--- config.mk ---
export PLATFORM = sky130hd
export DESIGN_NAME = ex_issue_scoreboard
export DESIGN_NICKNAME = d
export VERILOG_FILES = /design/src/rtl/scoreboard_pkg.sv /design/src/rtl/sb_counter_bank.sv /design/src/rtl/ex_issue_scoreboard.sv
export SDC_FILE = /design/constraint.sdc
export NUM_CORES = 1
export LEC_CHECK = 0
export ABC_AREA = 1
export CORE_MARGIN = 2
export CORE_UTILIZATION = 25
export DETAILED_ROUTE_END_ITERATION = 7
export SYNTH_ARGS = -nofsm -noshare
export SYNTH_HDL_FRONTEND = slang
export SYNTH_HIERARCHICAL = 1
export SYNTH_SLANG_ARGS = --single-unit
export TNS_END_PERCENT = 50
--- constraint.sdc ---
create_clock -name clk -period 3.29 [get_ports clk]
set_input_delay 0.4935 -clock clk [delete_from_list [all_inputs] [get_ports clk]]
set_output_delay 0.4935 -clock clk [all_outputs]
set_load 0.02 [all_outputs]
--- src/rtl/scoreboard_pkg.sv ---
// Shared types for the ID->EX issue scoreboard: FSM states and pending-write counter type.
package scoreboard_pkg;

  typedef enum logic [1:0] {
    SB_RUN     = 2'd0,
    SB_DRAIN   = 2'd1,
    SB_DRAINED = 2'd2
  } sb_state_t;

  typedef logic [1:0] pend_cnt_t;

  localparam pend_cnt_t PEND_MAX = 2'd3;

endpackage

--- src/rtl/sb_counter_bank.sv ---
// Per-register pending-write counters with increment/decrement ports and zero/full flags.
// Optional feature macro: SCOREBOARD_BYPASS_EN -- a register whose last pending write retires
// this cycle is reported as free for source reads in the same cycle.
module sb_counter_bank
  import scoreboard_pkg::*;
#(
  parameter int NUM_REGS   = 32,
  parameter int REG_ADDR_W = 5
) (
  input  logic                  clk,
  input  logic                  reset_n,
  input  logic                  i_clr,
  input  logic                  i_inc_en,
  input  logic [REG_ADDR_W-1:0] i_inc_addr,
  input  logic                  i_dec_en,
  input  logic [REG_ADDR_W-1:0] i_dec_addr,
  output logic [NUM_REGS-1:0]   o_zero,
  output logic [NUM_REGS-1:0]   o_full,
  output logic [NUM_REGS-1:0]   o_src_free
);

  pend_cnt_t           r_pend [NUM_REGS];
  logic [NUM_REGS-1:0] w_inc;
  logic [NUM_REGS-1:0] w_dec;

  // Decode the increment/decrement addresses; x0 is never incremented.
  always_comb begin
    w_inc = '0;
    w_dec = '0;
    for (int i = 1; i < NUM_REGS; i++) begin
      w_inc[i] = i_inc_en && (i_inc_addr == REG_ADDR_W'(i));
    end
    for (int i = 0; i < NUM_REGS; i++) begin
      w_dec[i] = i_dec_en && (i_dec_addr == REG_ADDR_W'(i));
    end
  end

  // Counter update: simultaneous inc and dec of the same register cancel out.
  always_ff @(posedge clk or negedge reset_n) begin
    if (!reset_n) begin
      for (int i = 0; i < NUM_REGS; i++) r_pend[i] <= '0;
    end else if (i_clr) begin
      for (int i = 0; i < NUM_REGS; i++) r_pend[i] <= '0;
    end else begin
      for (int i = 0; i < NUM_REGS; i++) begin
        if (w_inc[i] && !w_dec[i] && (r_pend[i] != PEND_MAX)) begin
          r_pend[i] <= r_pend[i] + 2'd1;
        end else if (w_dec[i] && !w_inc[i] && (r_pend[i] != 2'd0)) begin
          r_pend[i] <= r_pend[i] - 2'd1;
        end
      end
    end
  end

  // Status flags; source-free optionally includes a register retiring its last pending write.
  always_comb begin
    o_zero     = '0;
    o_full     = '0;
    o_src_free = '0;
    for (int i = 0; i < NUM_REGS; i++) begin
      o_zero[i] = (r_pend[i] == 2'd0);
      o_full[i] = (r_pend[i] == PEND_MAX);
`ifdef SCOREBOARD_BYPASS_EN
      o_src_free[i] = (r_pend[i] == 2'd0) || (w_dec[i] && (r_pend[i] == 2'd1));
`else
      o_src_free[i] = (r_pend[i] == 2'd0);
`endif
    end
  end

endmodule

--- src/rtl/ex_issue_scoreboard.sv ---
// ID->EX issue scoreboard: RAW/WAW hazard stall, in-flight limit, drain sequencing, stall counter.
// Optional feature macro: SCOREBOARD_BYPASS_EN (same-cycle retire frees a source, see sb_counter_bank).
module ex_issue_scoreboard
  import scoreboard_pkg::*;
#(
  parameter int NUM_REGS     = 32,
  parameter int REG_ADDR_W   = 5,
  parameter int MAX_INFLIGHT = 3,
  parameter int STALL_CNT_W  = 32
) (
  input  logic                   clk,
  input  logic                   reset_n,
  input  logic                   id_valid,
  output logic                   id_ready,
  input  logic [REG_ADDR_W-1:0]  id_rs1_addr,
  input  logic                   id_rs1_used,
  input  logic [REG_ADDR_W-1:0]  id_rs2_addr,
  input  logic                   id_rs2_used,
  input  logic [REG_ADDR_W-1:0]  id_rd_addr,
  input  logic                   id_rd_wr_en,
  input  logic                   wb_wr_en,
  input  logic [REG_ADDR_W-1:0]  wb_wr_addr,
  input  logic                   flush,
  input  logic                   drain_req,
  output logic                   drained,
  output logic [2:0]             inflight_cnt,
  output logic [STALL_CNT_W-1:0] stall_cycles,
  output logic                   sb_error
);

  sb_state_t              r_state;
  logic                   r_drained;
  logic [2:0]             r_inflight;
  logic [STALL_CNT_W-1:0] r_stall;
  logic                   r_err;

  logic [NUM_REGS-1:0]    w_zero;
  logic [NUM_REGS-1:0]    w_full;
  logic [NUM_REGS-1:0]    w_src_free;
  logic                   w_hazard;
  logic                   w_issue;
  logic                   w_ret_ok;
  logic                   w_ret_err;

  sb_counter_bank #(
    .NUM_REGS   (NUM_REGS),
    .REG_ADDR_W (REG_ADDR_W)
  ) u_bank (
    .clk        (clk),
    .reset_n    (reset_n),
    .i_clr      (flush),
    .i_inc_en   (w_issue && id_rd_wr_en),
    .i_inc_addr (id_rd_addr),
    .i_dec_en   (w_ret_ok),
    .i_dec_addr (wb_wr_addr),
    .o_zero     (w_zero),
    .o_full     (w_full),
    .o_src_free (w_src_free)
  );

  // Hazard, handshake and retire classification. A retire is legal only if something is in
  // flight and, for a real register, that register has a pending write. Flush overrides both.
  always_comb begin
    w_hazard  = (id_rs1_used && !w_src_free[id_rs1_addr]) ||
                (id_rs2_used && !w_src_free[id_rs2_addr]) ||
                (id_rd_wr_en && (id_rd_addr != '0) && w_full[id_rd_addr]);
    id_ready  = (r_state == SB_RUN) && !w_hazard && (r_inflight < 3'(MAX_INFLIGHT));
    w_issue   = id_valid && id_ready && !flush;
    w_ret_ok  = wb_wr_en && !flush && (r_inflight != 3'd0) &&
                ((wb_wr_addr == '0) || !w_zero[wb_wr_addr]);
    w_ret_err = wb_wr_en && !flush && !w_ret_ok;
  end

  // In-flight count, sticky retire error and saturating stall counter.
  always_ff @(posedge clk or negedge reset_n) begin
    if (!reset_n) begin
      r_inflight <= '0;
      r_err      <= 1'b0;
      r_stall    <= '0;
    end else begin
      if (flush) begin
        r_inflight <= '0;
      end else if (w_issue && !w_ret_ok) begin
        r_inflight <= r_inflight + 3'd1;
      end else if (w_ret_ok && !w_issue) begin
        r_inflight <= r_inflight - 3'd1;
      end
      if (w_ret_err) r_err <= 1'b1;
      if (id_valid && !id_ready && (r_stall != {STALL_CNT_W{1'b1}})) begin
        r_stall <= r_stall + 1'b1;
      end
    end
  end

  // Drain FSM: stop issuing on request, report drained once nothing is in flight.
  always_ff @(posedge clk or negedge reset_n) begin
    if (!reset_n) begin
      r_state   <= SB_RUN;
      r_drained <= 1'b0;
    end else begin
      case (r_state)
        SB_RUN: begin
          if (drain_req) r_state <= SB_DRAIN;
        end
        SB_DRAIN: begin
          if (!drain_req) begin
            r_state <= SB_RUN;
          end else if (r_inflight == 3'd0) begin
            r_state   <= SB_DRAINED;
            r_drained <= 1'b1;
          end
        end
        SB_DRAINED: begin
          if (!drain_req) begin
            r_state   <= SB_RUN;
            r_drained <= 1'b0;
          end
        end
        default: begin
          r_state   <= SB_RUN;
          r_drained <= 1'b0;
        end
      endcase
    end
  end

  assign drained      = r_drained;
  assign inflight_cnt = r_inflight;
  assign stall_cycles = r_stall;
  assign sb_error     = r_err;

endmodule

Yosys cells after proc, flatten, opt, wreduce, memory -nomap -nowiden
Index checks and enable logic that the tools add are counted.
{"block": "word_totals", "output_inout_bits": 38, "reg_bits": 103, "wordCells": 708, "input_bits": 29}
{"block": "classes", "n_addsub": 66, "eq_ne": 133, "reduce_logical": 382, "muxes": 84, "order_cmp": 5, "n_bitwise": 1}
{"op": "logical AND 1 bit", "n": 205}
{"op": "equality test 5 bit (second input constant)", "n": 32}
{"op": "two-way mux 2 bit", "n": 67}
{"op": "nonzero test 3 bit", "n": 33}
{"op": "equality test 5 x 4 -> 1 bit (second input constant)", "n": 16}
{"op": "zero test 1 bit", "n": 70}
{"op": "inequality test 2 bit (second input constant)", "n": 35}
{"op": "equality test 2 bit (second input constant)", "n": 33}
{"op": "zero test 2 bit", "n": 33}
{"op": "nonzero test 2 bit", "n": 33}
{"op": "two-way mux 64 bit", "n": 1}
{"op": "subtractor 2 x 1 -> 2 bit (second input constant)", "n": 32}
{"op": "adder 2 x 1 -> 2 bit (second input constant)", "n": 31}
{"op": "equality test 5 x 3 -> 1 bit (second input constant)", "n": 8}
{"op": "adder 32 x 1 -> 32 bit (second input constant)", "n": 1}
{"op": "inequality test 32 bit (second input constant)", "n": 1}
{"op": "less-than comparator 5 x 6 -> 1 bit (second input constant)", "n": 4}
{"op": "binary-select mux 1 bit (select 5 bit)", "n": 4}
{"op": "equality test 5 x 2 -> 1 bit (second input constant)", "n": 4}
{"op": "equality test 5 x 1 -> 1 bit (second input constant)", "n": 2}
{"op": "two-way mux 3 bit", "n": 3}
{"op": "two-way mux 1 bit", "n": 7}
{"op": "one-hot mux 2 bit (3 select lines)", "n": 1}
{"op": "zero test 5 bit", "n": 1}
{"op": "12 further kinds", "n": 14}

Depth between registers and ports, before layout
Gate-level depths: netlist of the first run.
{"block": "logic_depth", "ltp_word": 20, "ltp_mapped": 25, "mapped_depth_nobuf": 24}

Hierarchy
Netlist of the first run, hierarchy kept.
{"mod": "sb_counter_bank", "seq_area_each_um2": 1601.5, "area_per_inst_um2": 5357.6, "cells_each": 940, "instances": 1}
{"mod": "ex_issue_scoreboard", "seq_area_each_um2": 975.9, "area_per_inst_um2": 4072.7, "cells_each": 686, "instances": 1}

Worst setup path after synthesis of the first run
Ideal clock, no wire load.
{"block": "synth_path", "path_kind": "in2reg", "startpoint": "input id_rd_addr[0]", "endpoint": "register u_bank/r_pend[48] (netlist bit)", "stages": 21, "t_arrival_ns": 2.511, "setup_time_ns": 0.126, "n_path_buf": 3, "path_slack_ns": 0.653, "t_required_ns": 3.164, "path_cell_list": "buf_4 -> inv_4 -> buf_6 -> nand2_1 -> nand3_1 -> nand3_1 -> nand3_1 -> nand2_1 -> nand3_1 -> nand2_1 -> nor2_1 -> nand3_1 -> nor2_1 -> inv_2 -> nor2_4 -> inv_2 -> buf_6 -> nor2_2 -> nand3_1 -> nand3_1 -> o21ai_0"}
{"block": "synth_between", "elab_chain_len": 15, "elab_cells_between_ends": 22, "classes_between": "eq/ne (1); mux (4); reduce/logical (17)"}
{"element": "start: declaration", "line_no": "ex_issue_scoreboard.sv:19", "source": "input logic [REG_ADDR_W-1:0] id_rd_addr,"}
{"element": "binary-select mux 1 bit (select 5 bit) or nonzero test 5 bit (tied branches)", "line_no": "ex_issue_scoreboard.sv:66", "source": "(id_rd_wr_en && (id_rd_addr != '0) && w_full[id_rd_addr]);"}
{"element": "two-way mux 1 bit (not written as such) or logical AND 1 bit (tied branches)", "line_no": "ex_issue_scoreboard.sv:66"}
{"element": "logical AND 1 bit", "line_no": "ex_issue_scoreboard.sv:66"}
{"element": "logical OR 1 bit", "line_no": "ex_issue_scoreboard.sv:65", "source": "(id_rs2_used && !w_src_free[id_rs2_addr]) ||"}
{"element": "zero test 1 bit", "line_no": "ex_issue_scoreboard.sv:67", "source": "id_ready = (r_state == SB_RUN) && !w_hazard && (r_inflight < 3'(MAX_INFLIGHT));"}
{"element": "logical AND 1 bit (2 in a row)", "line_no": "ex_issue_scoreboard.sv:67"}
{"element": "logical AND 1 bit (2 in a row)", "line_no": "ex_issue_scoreboard.sv:68", "source": "w_issue = id_valid && id_ready && !flush;"}
{"element": "logical AND 1 bit", "line_no": "ex_issue_scoreboard.sv:52", "source": ".i_inc_en (w_issue && id_rd_wr_en),"}
{"element": "logical AND 1 bit (*)", "line_no": "sb_counter_bank.sv:31", "source": "w_inc[i] = i_inc_en && (i_inc_addr == REG_ADDR_W'(i));"}
{"element": "logical AND 1 bit or zero test 1 bit (tied branches)", "line_no": "sb_counter_bank.sv:46, sb_counter_bank.sv:48"}
{"element": "logical AND 1 bit (on tied branches)", "line_no": "sb_counter_bank.sv:46, sb_counter_bank.sv:48"}
{"element": "two-way mux 2 bit or logical AND 1 bit (tied branches)", "line_no": "sb_counter_bank.sv:46, sb_counter_bank.sv:48"}
{"element": "two-way mux 64 bit or nonzero test 3 bit (tied branches)"}
{"element": "end signal: indexed assignment", "line_no": "sb_counter_bank.sv:47", "source": "r_pend[i] <= r_pend[i] + 2'd1;"}
{"element": "end signal: indexed assignment", "line_no": "sb_counter_bank.sv:49", "source": "r_pend[i] <= r_pend[i] - 2'd1;"}
{"element": "end: declaration", "line_no": "sb_counter_bank.sv:22", "source": "pend_cnt_t r_pend [NUM_REGS];"}
Mark *: on every way between the ends. The rest lies on a longest branch, timed or not. The select of a mux whose other input is x is not followed.
A chain may end at the register's enable or synchronous reset.

Worst setup path after layout of the first run
{"block": "layout_path", "startpoint": "input id_rd_addr[1]", "endpoint": "register u_bank/r_pend[40] (netlist bit)"}
The elaborated chain is that of the path after synthesis.

==> results of run 1 <==
[layer usage]
metal / vias up / global-route usage / part of all wire
li1: 5264 / - / -
met3: 114 / 0.0284 / 0.054
met2: 359 / 0.297 / 0.47
met1: 4894 / 0.205 / 0.41
met4: 0 / 0.0977 / 0.056
met5: - / 0 / 0
[power groups by stage]
| stage | logic [mW] | registers [mW] | clock network [mW] |
|---|---|---|---|
| after floorplan | 1.03 | 1.61 | 0 |
| after global placement | 1.61 | 1.59 | 0 |
| after detailed placement | 1.63 | 1.59 | 0 |
| after CTS | 1.64 | 1.57 | 1.12 |
| after global routing | 1.82 | 1.60 | 1.17 |
| final | 1.64 | 1.57 | 1.08 |
[flip-flops by register name, summed over array words and instances, names as in the netlist]
| signal | count |
|---|---|
| r_state | 2 |
| drained | 1 |
| stall_cycles | 32 |
| inflight_cnt | 3 |
| u_bank/r_pend | 64 |
| sb_error | 1 |
[layout make-up]
class                      instances  area [um^2]  share of cell area
timing repair buffer             145         1360               0.122
antenna                            1         2.50            0.000223
inverter                         202          761              0.0679
tap                              511          639              0.0571
sequential                       103         2580               0.230
clock inverter                     6         51.3             0.00458
multi-input combinational       1246         5580               0.498
clock buffer                       9          225              0.0201
[cell families after synthesis]
group,after synthesis,synth area share
buf+inv,277,0.135
simple gates,1124,0.504
compound gates,86,0.0521
fa+ha+maj,4,0.00610
xor+xnor,32,0.0297
flops,103,0.273
[per-stage QoR]
step	util	hold WS (ns)	power (mW)	cells
6_report	0.299	0.196	4.29	2223
4_1_cts	0.299	0.225	4.33	2222
5_1_grt	0.299	0.243	4.59	2223
3_3_place_gp	0.292	0.473	3.20	2207
2_1_floorplan	-	0.198	2.64	1626
3_5_place_dp	0.292	0.477	3.22	2207
[worst max-delay path by stage]
stage                   from                 to  depth (start not counted)
5_1_grt        id_rd_addr[0]  u_bank/r_pend[37]                         21
2_1_floorplan  id_rd_addr[0]  u_bank/r_pend[48]                         21
4_1_cts        id_rd_addr[1]           id_ready                         12
3_5_place_dp   wb_wr_addr[0]  u_bank/r_pend[25]                         18
6_report       id_rd_addr[1]  u_bank/r_pend[40]                         20
3_3_place_gp   wb_wr_addr[0]  u_bank/r_pend[25]                         18
[worst reg2reg max path, cell delays in order, from the launching register on]
cell     delay, ns
dfrtp_1       0.41
nor2_1        0.39
inv_1         0.13
nand2_1       0.08
nand3_1       0.07
nand3_1       0.08
nand3_1       0.07
nand2_1       0.07
nand2_1       0.06
nand2_1       0.06
nor2_1        0.06
nor2_1        0.12
nand3_1       0.11
nor2_1        0.19
inv_2         0.07
nor2_4        0.10
inv_2         0.17
nor2_1        0.26
nand3_1       0.13
nand3_1       0.16
nand2_1       0.07
o21ai_0       0.07
[Yosys cell counts, types with 2 or more instances]
cell,n,area (um^2)
nand2_1,533,2000
nor2_1,295,1110
nand3_1,201,1010
inv_1,188,706
dfrtp_1,103,2580
nand4_1,47,294
o21ai_0,44,220
buf_4,36,270
xor2_1,25,219
nor3_1,19,95.1
buf_2,17,85.1
a21oi_1,16,80.1
o211ai_1,13,97.6
clkbuf_1,11,41.3
inv_2,11,41.3
nor4_1,8,50.1
xnor2_1,7,61.3
nor2_2,6,37.5
buf_6,5,56.3
nand2_2,5,31.3
o21ai_2,4,35.0
buf_1,3,11.3
ha_1,3,37.5
nor2_4,3,33.8
o21ai_1,3,15.0
a21boi_1,2,15.0
buf_8,2,30.0
clkinv_1,2,7.51
o22ai_1,2,12.5
[placed cells by master, fill, tap and decap left out, types with 4 or more instances in the layout]
cell / instances
nand2_2: 5
clkdlybuf4s50_1: 63
xor2_1: 25
nor2_1: 293
inv_2: 12
dfrtp_1: 103
nand2_1: 533
nand3_1: 201
clkbuf_16: 9
o211ai_1: 13
o21ai_0: 44
xnor2_1: 7
nor3_1: 19
buf_12: 9
buf_4: 71
inv_1: 188
nor4_1: 8
o21ai_2: 4
a21oi_1: 16
nand4_1: 47
nor2_2: 8
[what timing repair did]
action                                  CTS  global route
gates resized for setup                   0             3
endpoints found under the setup margin    0            10
hold buffers                              0             0
==> flow_metrics.py, run 1 <==
metrics = {
    "routing": {
        "vias_per_cell": 4.78,
        "ant_nets": 0,
        "wl_um": 33200,
        "wl_per_cell_um": 15.0,
        "vias": 10600,
        "drc": 0,
        "first_pass_iters": 6,
        "first_iter_violations": 804,
    },
    "synth": {
        "ys_async_sr_fraction": 1.00,
        "synth-edff-count": 0,
        "synth_seq_cells": 103,
        "synthCells": 1626,
        "syn-num-nets": 1659,
        "ys_types": 41,
        "synthFlopType": "dfrtp_1",
        "synth_area_per_cell_um2": 5.80,
        "yosysSeqAreaShare": 0.273,
        "synth.cell_area_mm2": 0.00943,
        "yosysWarnings": 6,
    },
    "setup_path": {
        "critPathRequiredTime_ns": 3.57,
        "end_kind": "flop",
        "path_max_fanout": 14,
        "critPathMostFrequentCell": "nand3_1",
        "crit_family": "simple AND/OR/NAND/NOR gates",
        "crit_path_start_kind": "input port",
        "cp_cell_sequence": "clkdlybuf4s50_1 > buf_4 > buf_4 > nand3_1 > nand3_1 > nand3_1 > nand2_1 > nand3_1 > nand2_1 > nor2_1 > nand3_1 > nor2_1 > inv_2 > nor2_4 > inv_2 > nor2_1 > nand3_1 > nand3_1 > nand2_1 > o21ai_0",
        "worst-r2r-setup-slack_ns": 0.27,
        "slowest_delay_ns": 0.54,
        "regToRegEndpoint": "u_bank/r_pend[40]",
        "reg2reg_depth": 21,
        "critical_path_buf_inv_count": 5,
        "r2r_start": "u_bank/r_pend[24]",
        "cp_slowest_cell": "clkdlybuf4s50_1",
        "cp.arrival_ns": 3.37,
        "worstSetupPathType": "input port to flop",
    },
    "grt": {
        "grt_max_degree": 104,
        "grt.total_usage": 0.173,
        "grt_pass1_wl_um": 53200,
        "grt_remaining_overflow": 0,
        "grt_pass1_vias": 10200,
        "antenna_found_initial": 1,
    },
    "power": {
        "worst_ir_drop_vdd_mv": 0.332,
        "power_frac_seq": 0.367,
        "p_sw_mw": 1.74,
        "internal_power_mw": 2.55,
        "leakage_nw": 5.42,
        "power_frac_comb": 0.382,
        "sw_frac_of_total": 0.405,
        "pwr-share-clk": 0.251,
        "power_density_mw_per_mm2": 383,
    },
    "floorplan": {
        "dieArea_mm2": 0.0393,
        "std_cell_rows": 71,
        "io_pins": 67,
        "die_h_um": 198,
        "core_mm2": 0.0374,
        "die_w_um": 198,
        "start_util": 0.252,
    },
    "place": {
        "globalplace.congestion": 0.936,
        "dp_hpwl_um": 25800,
        "pre_cts_ws_ns": -0.126,
        "postPlaceCellArea_mm2": 0.0109,
        "port_buffers": 66,
    },
    "timing": {
        "slew_headroom": 0.531,
        "maxSlewViolCount": 0,
        "setup_tns_ns": 0,
        "fin_crit_sh": 0.938,
        "fin_crit_ns": 3.09,
        "hold_violations": 0,
        "rsz0062_at_grt": "true",
        "setup_viol": 0,
        "setup_ws_ns": 0.203,
        "finClkSkew_ns": 0.0137,
        "max_freq_ghz": 0.324,
        "worst_pin_slew_ns": 0.702,
    },
    "cells_and_area": {
        "drive_gt1_frac": 0.0789,
        "fillCellCount": 4183,
        "nets": 1740,
        "area_growth_pct": 18.8,
        "post-route-cell-area_mm2": 0.0112,
    },
    "clocking": {
        "post_cts_buffers": 0,
        "cts_htree_levels": 3,
        "clock_path_buffers": 2,
        "cts_buffers": 9,
        "root_buffer": "clkbuf_16",
        "clkSlewWorstSetupHoldPaths_ns": 0.07,
        "cts.sinks": 103,
        "tritoncts": "built",
        "insertion_delay_ns": 0.37,
    },
    "run": {
        "cap_viol_max_count": 0,
    },
    "status": {
        "status": "complete, no violations",
    },
    "hold_path": {
        "hold_class": "input port to async pin",
    },
}
Note: power is estimated with default switching activity, not from simulation.
==> run 2: changes to the inputs <==
--- a/config.mk
+++ b/config.mk
@@ -6,9 +6,9 @@
 export NUM_CORES = 1
 export LEC_CHECK = 0
 export ABC_AREA = 1
-export CORE_MARGIN = 2
 export CORE_UTILIZATION = 25
 export DETAILED_ROUTE_END_ITERATION = 7
+export MAX_ROUTING_LAYER = met4
 export SYNTH_ARGS = -nofsm -noshare
 export SYNTH_HDL_FRONTEND = slang
 export SYNTH_HIERARCHICAL = 1
==> flow_metrics.py, run 2 (synthesis results as in run 1) <==
metrics = {
    "timing": {
        "max_freq_ghz": 0.335,
        "fin_crit_sh": 0.907,
        "slew_headroom": 0.582,
        "maxSlewViolCount": 0,
        "fin_crit_ns": 2.98,
        "hold_slack_ns": 0.125,
        "hold_violations": 0,
        "setup_ws_ns": 0.306,
        "rsz0062_at_grt": "false",
        "finClkSkew_ns": 0.0165,
        "worst_pin_slew_ns": 0.627,
        "setup_viol": 0,
    },
    "floorplan": {
        "die_h_um": 196,
        "dieArea_mm2": 0.0385,
        "core_mm2": 0.0369,
        "die_w_um": 196,
        "io_pins": 67,
        "std_cell_rows": 70,
        "start_util": 0.256,
    },
    "cells_and_area": {
        "nets": 1758,
        "final_common_cell": "nand2_1",
        "drive_gt1_frac": 0.0954,
        "num_antenna_cells": 0,
        "largest_register": "u_bank/r_pend",
        "area_growth_pct": 20.1,
        "largest_reg_flops": 64,
        "layout_common_cells": "nand2_1 (533), nor2_1 (285), nand3_1 (201)",
        "fillCellCount": 4059,
    },
    "grt": {
        "antenna_found_initial": 0,
        "grt.total_usage": 0.194,
        "grt_max_degree": 47,
        "grt_pass1_vias": 10400,
        "grt_pass1_wl_um": 56600,
        "grt_remaining_overflow": 0,
    },
    "routing": {
        "drc": 0,
        "vias": 10600,
        "wl_um": 35200,
        "ant_nets": 0,
        "vias_per_cell": 4.75,
        "first_iter_violations": 864,
        "wl_per_cell_um": 15.7,
        "first_pass_iters": 6,
    },
    "clocking": {
        "cts.sinks": 103,
        "post_cts_buffers": 0,
        "clock_path_buffers": 2,
        "root_buffer": "clkbuf_16",
        "insertion_delay_ns": 0.39,
        "cts_htree_levels": 3,
        "tritoncts": "built",
        "clkSlewWorstSetupHoldPaths_ns": 0.09,
        "cts_buffers": 9,
    },
    "place": {
        "pre_cts_ws_ns": -0.129,
        "port_buffers": 66,
        "dp_hpwl_um": 27800,
        "globalplace.congestion": 0.994,
    },
    "power": {
        "power_density_mw_per_mm2": 387,
        "worst_ir_drop_vdd_mv": 0.381,
        "leakage_nw": 5.51,
    },
    "setup_path": {
        "critPathMostFrequentCell": "nand3_1",
        "worst-path-stages": 21,
        "cp_slowest_cell": "clkdlybuf4s50_1",
        "path_max_fanout": 21,
        "worst-r2r-setup-slack_ns": 0.36,
        "cp_cell_sequence": "clkdlybuf4s50_1 > buf_12 > inv_2 > nand2_1 > nand3_1 > nand3_1 > nand3_1 > nand2_1 > nand2_1 > nand2_1 > nor2_1 > nor2_1 > nand3_1 > nor2_2 > inv_2 > nor2_4 > inv_2 > nor2_1 > nand3_1 > nand3_1 > o21ai_0",
        "worstSetupPathType": "input port to flop",
        "critPathRequiredTime_ns": 3.55,
        "slowest_delay_ns": 0.50,
        "crit_family": "simple AND/OR/NAND/NOR gates",
        "critical_path_buf_inv_count": 5,
        "crit_path_start_kind": "input port",
        "cp.arrival_ns": 3.25,
        "end_kind": "flop",
        "reg2reg_depth": 20,
    },
    "hold_path": {
        "hold_class": "input port to async pin",
    },
    "status": {
        "status": "complete, no violations",
    },
    "run": {
        "cap_viol_max_count": 0,
    },
}
run 2: changes by cell type in the layout (fill, tap and decap cells not counted), moves of 2 or more:
cell      delta
nor2_1       -8
buf_4       +22
clkinv_8     +2
nor2_2       +8
buf_12       -4
run 2: final cells by class:
| type | count | area, um^2 | share of cell area |
|---|---|---|---|
| Timing Repair Buffer | 163 | 1450 | 0.128 |
| Multi-Input combinational cell | 1246 | 5610 | 0.495 |
| Inverter | 202 | 761 | 0.0672 |
| Tap cell | 504 | 631 | 0.0557 |
| Sequential cell | 103 | 2580 | 0.228 |
| Clock inverter | 7 | 75.1 | 0.00663 |
| Clock buffer | 9 | 225 | 0.0199 |
run 2: layer usage:
metal / up-vias / global-route usage / routed length [um]
met5: - / - / 0
met4: 0 / 0.0668 / 1070
met3: 47 / 0.0263 / 1670
met2: 326 / 0.326 / 16900
met1: 4944 / 0.239 / 15500
li1: 5288 / - / -
run 2: path summary, 6_finish.rpt:
kind | from | to
worst max-delay path | id_rs1_addr[0] | u_bank/r_pend[58]
min in group clk | flush | inflight_cnt[0]
worst max register to register | u_bank/r_pend[60] | u_bank/r_pend[58]
worst min-delay path | reset_n | u_bank/r_pend[39]
max in group asynchronous | reset_n | u_bank/r_pend[56]
worst min register to register | sb_error | sb_error
run 2: timing repair:
item,in CTS,in global routing
endpoints found under the setup margin,0,33
gates resized for setup,0,16
hold buffers,0,0
run 2: per-stage QoR:
step	cells	area, um^2	TNS [ns]	util	total power, mW
after detailed placement	2218	11000	-1.76	0.298	3.25
after global placement	2218	11000	-1.23	0.298	3.23
after global routing	2234	11300	0	0.307	4.70
final	2234	11300	0	0.307	4.38
after floorplan	1626	9430	0	-	2.64
after CTS	2234	11300	0	0.306	4.42
run 2: power by group:
group | internal [mW] | leakage (nW) | total (mW) | switching (mW)
sequential | 1.42 | 1.35 | 1.58 | 0.163
combinational | 0.620 | 4.01 | 1.67 | 1.05
clock | 0.540 | 0.148 | 1.14 | 0.598
==> run 3: changes to the inputs <==
--- a/config.mk
+++ b/config.mk
@@ -5,7 +5,6 @@
 export SDC_FILE = /design/constraint.sdc
 export NUM_CORES = 1
 export LEC_CHECK = 0
-export ABC_AREA = 1
 export CORE_UTILIZATION = 25
 export DETAILED_ROUTE_END_ITERATION = 7
 export MAX_ROUTING_LAYER = met4
==> flow_metrics.py, run 3 <==
metrics = {
    "status": {
        "status": "complete, but fails checks",
        "violations": "negative setup slack",
    },
    "timing": {
        "maxSlewViolCount": 0,
        "rsz0062_at_grt": "true",
        "setup_viol": 48,
        "max_freq_ghz": 0.293,
        "worst_pin_slew_ns": 0.747,
        "hold_violations": 0,
        "fin_crit_sh": 1.04,
        "fin_crit_ns": 3.41,
        "setup_tns_ns": -2.43,
        "hold_slack_ns": 0.140,
        "setup_ws_ns": -0.120,
        "slew_headroom": 0.502,
        "finClkSkew_ns": 0.0156,
    },
    "cells_and_area": {
        "num_antenna_cells": 0,
        "fillCellCount": 3237,
        "multiInputGateArea_mm2": 0.00522,
        "final_common_cell": "buf_4",
        "largest_reg_flops": 64,
        "nets": 1149,
        "layout_common_cells": "buf_4 (167), dfrtp_1 (103), nor2_1 (65)",
        "area_growth_pct": 37.7,
        "drive_gt1_frac": 0.291,
        "fin_util": 0.349,
        "largest_register": "u_bank/r_pend",
        "seqCellArea_mm2": 0.00258,
    },
    "synth": {
        "yosysWarnings": 6,
        "synth_area_per_cell_um2": 8.65,
        "synth.cell_area_mm2": 0.00801,
        "synthCells": 926,
        "syn-num-nets": 959,
    },
    "setup_path": {
        "cp.arrival_ns": 3.63,
        "end_kind": "flop",
        "worst-r2r-setup-slack_ns": -0.12,
        "path_max_fanout": 7,
        "worstSetupPathType": "flop to flop",
        "critPathRequiredTime_ns": 3.51,
        "crit_path_start_kind": "flop",
    },
    "grt": {
        "grt_max_degree": 65,
        "grt_pass1_wl_um": 40900,
        "grt_remaining_overflow": 0,
        "grt_pass1_vias": 7445,
        "antenna_found_initial": 1,
        "grt.total_usage": 0.162,
    },
    "floorplan": {
        "std_cell_rows": 65,
        "core_mm2": 0.0316,
        "die_h_um": 181,
        "start_util": 0.254,
        "io_pins": 67,
        "dieArea_mm2": 0.0327,
        "die_w_um": 181,
    },
    "power": {
        "internal_power_mw": 2.39,
        "p_total_mw": 3.58,
        "power_frac_seq": 0.393,
        "power_density_mw_per_mm2": 325,
        "leakage_nw": 4.53,
        "p_sw_mw": 1.19,
        "power_frac_comb": 0.288,
        "worst_ir_drop_vdd_mv": 0.228,
        "pwr-share-clk": 0.319,
        "sw_frac_of_total": 0.333,
    },
    "routing": {
        "vias_per_cell": 5.30,
        "ant_nets": 0,
        "wl_per_cell_um": 17.5,
        "first_iter_violations": 635,
        "drc": 0,
        "vias": 8071,
        "wl_um": 26600,
        "first_pass_iters": 5,
    },
    "clocking": {
        "clkSlewWorstSetupHoldPaths_ns": 0.09,
        "cts_htree_levels": 3,
        "root_buffer": "clkbuf_16",
        "clock_path_buffers": 2,
        "tritoncts": "built",
        "cts_buffers": 9,
        "insertion_delay_ns": 0.37,
        "cts.sinks": 103,
        "hold_buffers": 0,
    },
    "hold_path": {
        "hold_class": "input port to async pin",
    },
    "place": {
        "dp_hpwl_um": 19200,
        "pre_cts_ws_ns": -0.908,
        "globalplace.congestion": 0.903,
        "port_buffers": 66,
    },
    "run": {
        "cap_viol_max_count": 0,
    },
}
-- run 3: metal layers --
layer / global-route usage / routed length, um / up-vias
li1: - / - / 3794
met1: 0.219 / 12300 / 3953
met2: 0.255 / 12200 / 278
met3: 0.0210 / 1520 / 46
met4: 0.0441 / 583 / 0
met5: - / 0 / -
-- run 3: power groups by stage --
stage | logic [mW] | clock network, mW | registers [mW]
floorplan | 0.382 | 0 | 1.48
global placement | 0.932 | 0 | 1.42
detailed placement | 0.944 | 0 | 1.42
CTS | 0.992 | 1.17 | 1.40
global route | 1.11 | 1.22 | 1.42
finish | 1.03 | 1.14 | 1.41
-- run 3: critical path: stages (launching register included) --
cell and delay (ns):
dfrtp_1 0.44, nor2_1 0.35, buf_4 0.19, mux2_2 0.14, o22ai_1 0.06, nor4b_1 0.28, or4_4 0.19, nand4_1 0.19
buf_6 0.20, nor3b_4 0.26, buf_6 0.16, buf_4 0.10, nand4_1 0.25, nor3_2 0.20, a211o_1 0.16, a31oi_1 0.07
-- run 3: layout make-up --
cell class,count,area share
multi-input cells,713,0.473
flip-flops and latches,103,0.234
repair buffers,260,0.209
well taps,402,0.0456
clock buffers,9,0.0204
inverters,29,0.00988
clock inverters,7,0.00783
-- run 3: metrics by stage --
stage | area, um^2 | instances
finish | 11000 | 1523
global route | 11000 | 1523
CTS | 10700 | 1514
detailed placement | 10100 | 1478
global placement | 10100 | 1478
floorplan | 8060 | 926
-- run 3: repair_timing --
item	CTS	global route
endpoints found under the setup margin	66	65
cloned	2	1
hold endpoints to repair	0	0
resized for setup	61	63
buffers inserted	19	8
pin swaps	24	59
-- run 3: worst paths after layout --
| check | cells after the start | startpoint | end |
|---|---|---|---|
| worst min register to register | 1 | sb_error | sb_error |
| worst min-delay path | 1 | reset_n | r_state[0] |
| max in group asynchronous | 2 | reset_n | sb_error |
| min in group clk | 1 | sb_error | sb_error |
| worst max register to register | 15 | u_bank/r_pend[43] | u_bank/r_pend[2] |
| worst max-delay path | 15 | u_bank/r_pend[43] | u_bank/r_pend[2] |
